--- src/rtl/vedm_pkg.sv ---
// Shared constants, types and helpers for the energy converter data path.
package vedm_pkg;

  localparam int unsigned DATA_W_DEF = 8;
  localparam int unsigned GAIN_DEF   = 2;

  typedef logic [DATA_W_DEF-1:0] sample_t;

  // All-ones value of the given width, capped at 32 bits.
  function automatic logic [31:0] sat_max(input int unsigned width);
    if (width >= 32) begin
      sat_max = '1;
    end else begin
      sat_max = (32'd1 << width) - 32'd1;
    end
  endfunction

endpackage

--- src/rtl/vedm_sat_scaler.sv ---
// Combinational gain stage: multiplies a sample by a fixed gain and either
// clamps or wraps the result back to the sample width.
module vedm_sat_scaler
  import vedm_pkg::*;
#(
  parameter int unsigned DATA_W   = DATA_W_DEF,
  parameter int unsigned GAIN     = GAIN_DEF,
  parameter bit          SATURATE = 1'b1
) (
  input  logic [DATA_W-1:0] sample,
  output logic [DATA_W-1:0] scaled
);

  // Four guard bits hold any product with a gain up to 15.
  localparam int unsigned          ProdW = DATA_W + 4;
  localparam logic [ProdW-1:0]     MaxP  = ProdW'(sat_max(DATA_W));
  localparam logic [DATA_W-1:0]    MaxO  = DATA_W'(sat_max(DATA_W));

  logic [ProdW-1:0] product;

  assign product = {4'b0000, sample} * ProdW'(GAIN);

  // Clamp on overflow when saturating, otherwise keep the low bits.
  always_comb begin
    scaled = product[DATA_W-1:0];
    if (SATURATE && (product > MaxP)) begin
      scaled = MaxO;
    end
  end

endmodule

--- src/rtl/vedm_energy_converter.sv ---
// Converter tile data path: registers the raw sample, scales it, and
// registers the result. Two-cycle latency, one sample per clock.
module vedm_energy_converter
  import vedm_pkg::*;
#(
  parameter int unsigned DATA_W   = DATA_W_DEF,
  parameter int unsigned GAIN     = GAIN_DEF,
  parameter bit          SATURATE = 1'b1
) (
  input  logic              clk,
  input  logic              rst_n,
  input  logic [DATA_W-1:0] ui_in,
  output logic [DATA_W-1:0] uo_out
);

  logic [DATA_W-1:0] sample_q;
  logic [DATA_W-1:0] result_d;
  logic [DATA_W-1:0] result_q;

  // Stage 1 captures the raw sample, stage 2 the scaled result.
  always_ff @(posedge clk or negedge rst_n) begin
    if (!rst_n) begin
      sample_q <= '0;
      result_q <= '0;
    end else begin
      sample_q <= ui_in;
      result_q <= result_d;
    end
  end

  vedm_sat_scaler #(
    .DATA_W  (DATA_W),
    .GAIN    (GAIN),
    .SATURATE(SATURATE)
  ) u_scaler (
    .sample(sample_q),
    .scaled(result_d)
  );

  // Output comes straight from a flop, so it never glitches.
  assign uo_out = result_q;

endmodule

--- config.mk ---
export PLATFORM = sky130hd
export DESIGN_NAME = vedm_energy_converter
export DESIGN_NICKNAME = d
export VERILOG_FILES = /design/src/rtl/vedm_pkg.sv /design/src/rtl/vedm_sat_scaler.sv /design/src/rtl/vedm_energy_converter.sv
export SDC_FILE = /design/constraint.sdc
export NUM_CORES = 1
export LEC_CHECK = 0
export CAP_MARGIN = 20
export CORE_AREA = 3 3 40 42
export CTS_BUF_LIST = sky130_fd_sc_hd__clkbuf_4 sky130_fd_sc_hd__clkbuf_8 sky130_fd_sc_hd__clkbuf_16
export DETAILED_ROUTE_END_ITERATION = 8
export DIE_AREA = 0 0 43 45
export PLACE_DENSITY_LB_ADDON = 0.08
export SYNTH_ARGS = -nofsm -noshare
export SYNTH_HDL_FRONTEND = slang
export SYNTH_HIERARCHICAL = 1
export SYNTH_SLANG_ARGS = --single-unit
--- constraint.sdc ---
create_clock -name clk -period 0.9 [get_ports clk]
set_input_delay 0.225 -clock clk [delete_from_list [all_inputs] [get_ports clk]]
set_output_delay 0.225 -clock clk [all_outputs]
set_load 0.1 [all_outputs]
==> summary.txt, run 1 <==
Clock network
  • Clock Sinks: 16
  • Post-cts repair resize count: 0
  • Clock Pin Slew Worst Setup and Hold Paths: 0.08 ns
  • H-tree lvl count: 1
  • Latest clock arrival within the worst-skew pair: 0.27 ns
  • Number of hold buffers added after cts: 0
  • Bufs on Longest Clock Path: 2
  • Clock tree root driver cell: clkbuf_4
  • Post-CTS Repair Setup Buffers: 0
  • CTS tree: yes
  • Total CTS buffers: 3

Finish
  • Final antenna diode count: 0
  • Post-layout nets: 57
  • Area added between synthesis and finish: 71.5%
  • Most common cell after layout, fill and taps aside: clkdlybuf4s50_1
  • Share of post-route cells with drive strength above 1: 47.8%
  • Commonest cells after routing, fill and taps aside: 9 x clkdlybuf4s50_1, 8 x buf_12, 8 x dfrtp_1, 8 x dfrtp_2, 7 x or2_1
  • Fraction of the core area covered by cells at the end of the flow: 60.3%

Die
  • Core area: 0.00128 mm2
  • Initial core utilization: 35.2%
  • Floorplan die width: 43 um
  • Full die area: 0.00194 mm2
  • Die Span Y: 45 um
  • Num rows: 13
  • Count of boundary I/O pins: 18

Pwr
  • Power Dens Cells: 1930 mW/mm2
  • Comb pwr share: 18.9%
  • Sequential share of power: 52.1%
  • Switching Power: 0.375 mW
  • Int Pwr: 1.12 mW
  • Portion of total power attributed to the clock network: 28.9%
  • Static leakage power: 0.330 nW
  • Net switching share of the total power: 25.1%
  • Worst supply voltage drop on vdd: 0.00105 V

Timing
  • Final period utilization: 120%
  • Final Slew Violations: 0
  • Slew headroom: 88.5%
  • Setup Viol. Count Final: 8
  • Hold Vio Cnt, Final: 0
  • Setup repair after global routing missed its margin: yes
  • Post-layout worst setup margin: -0.181 ns
  • Setup Skew: 0.00226 ns
  • Shortest clock period the worst path allows after layout: 1.08 ns
  • Fmax achieved: 925 MHz
  • Aggregate negative setup slack: -1.42 ns
  • Worst Max-Slew Pin Slew: 0.172 ns

Detailed routing
  • Number of DRC violations after detailed routing: 0
  • Uppermost signal routing layer after detailed routing: met3
  • Routed len/inst: 8.97 um
  • Met3 wire len: 92 um
  • Routed vias: 251
  • DRT iter0 DRCs: 0
  • Number of antenna-violating nets in the routed design: 0
  • Met2 Routed Length: 277 um
  • Routed Wire Length: 547 um
  • DR pass1 iterations: 1
  • Routed met1 length: 177 um
  • Routed vias/inst: 4.11

Synthesis
  • Number of register bits inferred by synthesis: 16
  • Netlist area before placement: 452 um2
  • Sequential element share of the synthesized area: 88.6%
  • Number of warnings issued by yosys: 6
  • Post-Syn Instances: 24
  • Distinct cell type count of the synthesized netlist: 3
  • Avg Cell Area, Syn: 18.8 um2
  • Synth Net Count: 34

Placement
  • Port buffer count: 17
  • Half-perimeter wire length after placement: 459 um
  • Placer's final routability congestion estimate: 0.612

Worst setup path
  • Worst reg2reg startpoint: sample_q[7]$_DFF_PN0_
  • Ordered list of cells on the worst path: buf_12
  • Worst reg2reg setup slack: 0.11 ns
  • Critical path data required time: 0.67 ns
  • Type of element launching the critical path: flop
  • Critical path peak fanout: 1
  • Critical Path Max Stage Delay: 0.42 ns
  • Slowest CP cell: dfrtp_2
  • Bufs and invs on worst path: 1
  • Worst Reg-to-Reg Cells: 1
  • Type of the worst setup path: flop to output pin
  • Critical path arrival: 0.86 ns
  • Endpoint of the lowest-slack register-to-register path: uo_out[7]$_DFF_PN0_
  • Capturing element type of the critical path: output pin
  • Cell type group with the largest total delay on the critical path: flip-flops

Global route
  • Number of global-route vias before repair: 225
  • Pin count of the biggest net entering global routing: 10
  • Initial antenna violation count: 0
  • Combined global-route utilization of all metal layers: 6.14%
  • First-pass GRT wire length: 814 um
  • Global-route congestion overflow total: 0

Status
  • Result of the run: finished with violations
  • Violated checks: setup timing

Flow run
  • Number of maximum-capacitance violations: 0

Worst hold path
  • Worst Hold Class: input pin to asynchronous set/reset pin
## area by class of cell
type | instances | area (um2)
clock buffers | 4 | 36.3
fillers | 100 | 510
multi-input cells | 7 | 43.8
flip-flops and latches | 16 | 410
well taps | 15 | 18.8
repair buffers | 19 | 265
## synthesized netlist by cell type
library cell  count  area (um2)
buf_4             1        7.51
dfrtp_1          16         400
or2_1             7        43.8
## power by group through the flow
stage	Sequential [mW]	Combinational, mW	Clock, mW
2_1_floorplan	0.919	0.0125	0
3_3_place_gp	0.791	0.282	0
3_5_place_dp	0.795	0.286	0
4_1_cts	0.780	0.286	0.454
5_1_grt	0.782	0.294	0.493
6_report	0.779	0.283	0.433
## sequential cells by signal, indices dropped and copies added (netlist names)
name,cells
sample_q,8
uo_out,8
## worst max path at each step
stage	startpoint	end	slack, ns	cells after the start
finish	uo_out[4]$_DFF_PN0_	uo_out[4]	-0.18	1
floorplan	uo_out[0]$_DFF_PN0_	uo_out[0]	0.03	0
detailed placement	uo_out[4]$_DFF_PN0_	uo_out[4]	0.11	1
global route	uo_out[4]$_DFF_PN0_	uo_out[4]	-0.22	1
CTS	uo_out[4]$_DFF_PN0_	uo_out[4]	-0.20	1
global placement	uo_out[1]$_DFF_PN0_	uo_out[1]	0.12	1
## logic make-up after synthesis
family,after synthesis,share of synthesized area (%)
DFF,16,88.6
and+or+nand+nor,7,9.69
buffers and inverters,1,1.66
## routing by layer
layer	up-vias	track usage, %
li1	116	-
met1	117	5.44
met2	18	9.58
met3	0	3.98
met4	0	5.42
met5	-	0
## stage by stage
stage	area, um2	hold WS (ns)	worst slack (ns)	total power [mW]	std cells
2_1_floorplan	462	-0.0706	0.0293	0.931	24
3_3_place_gp	738	0.407	0.119	1.07	57
3_5_place_dp	738	0.410	0.110	1.08	57
4_1_cts	774	0.250	-0.199	1.52	61
5_1_grt	774	0.262	-0.217	1.57	61
6_report	774	0.258	-0.181	1.50	61
No activity file was read; power rests on OpenSTA's default activity.
==> run 2: changes to the inputs <==
- SKIP_CTS_REPAIR_TIMING: unset -> 1
==> results of run 2 <==
Final layout, timing and power as in run 1 (identical DEF).
==> run 3: changes to the inputs <==
- CAP_MARGIN: 20 -> 40
==> results of run 3 <==
Final layout, timing and power as in run 1 (identical DEF).
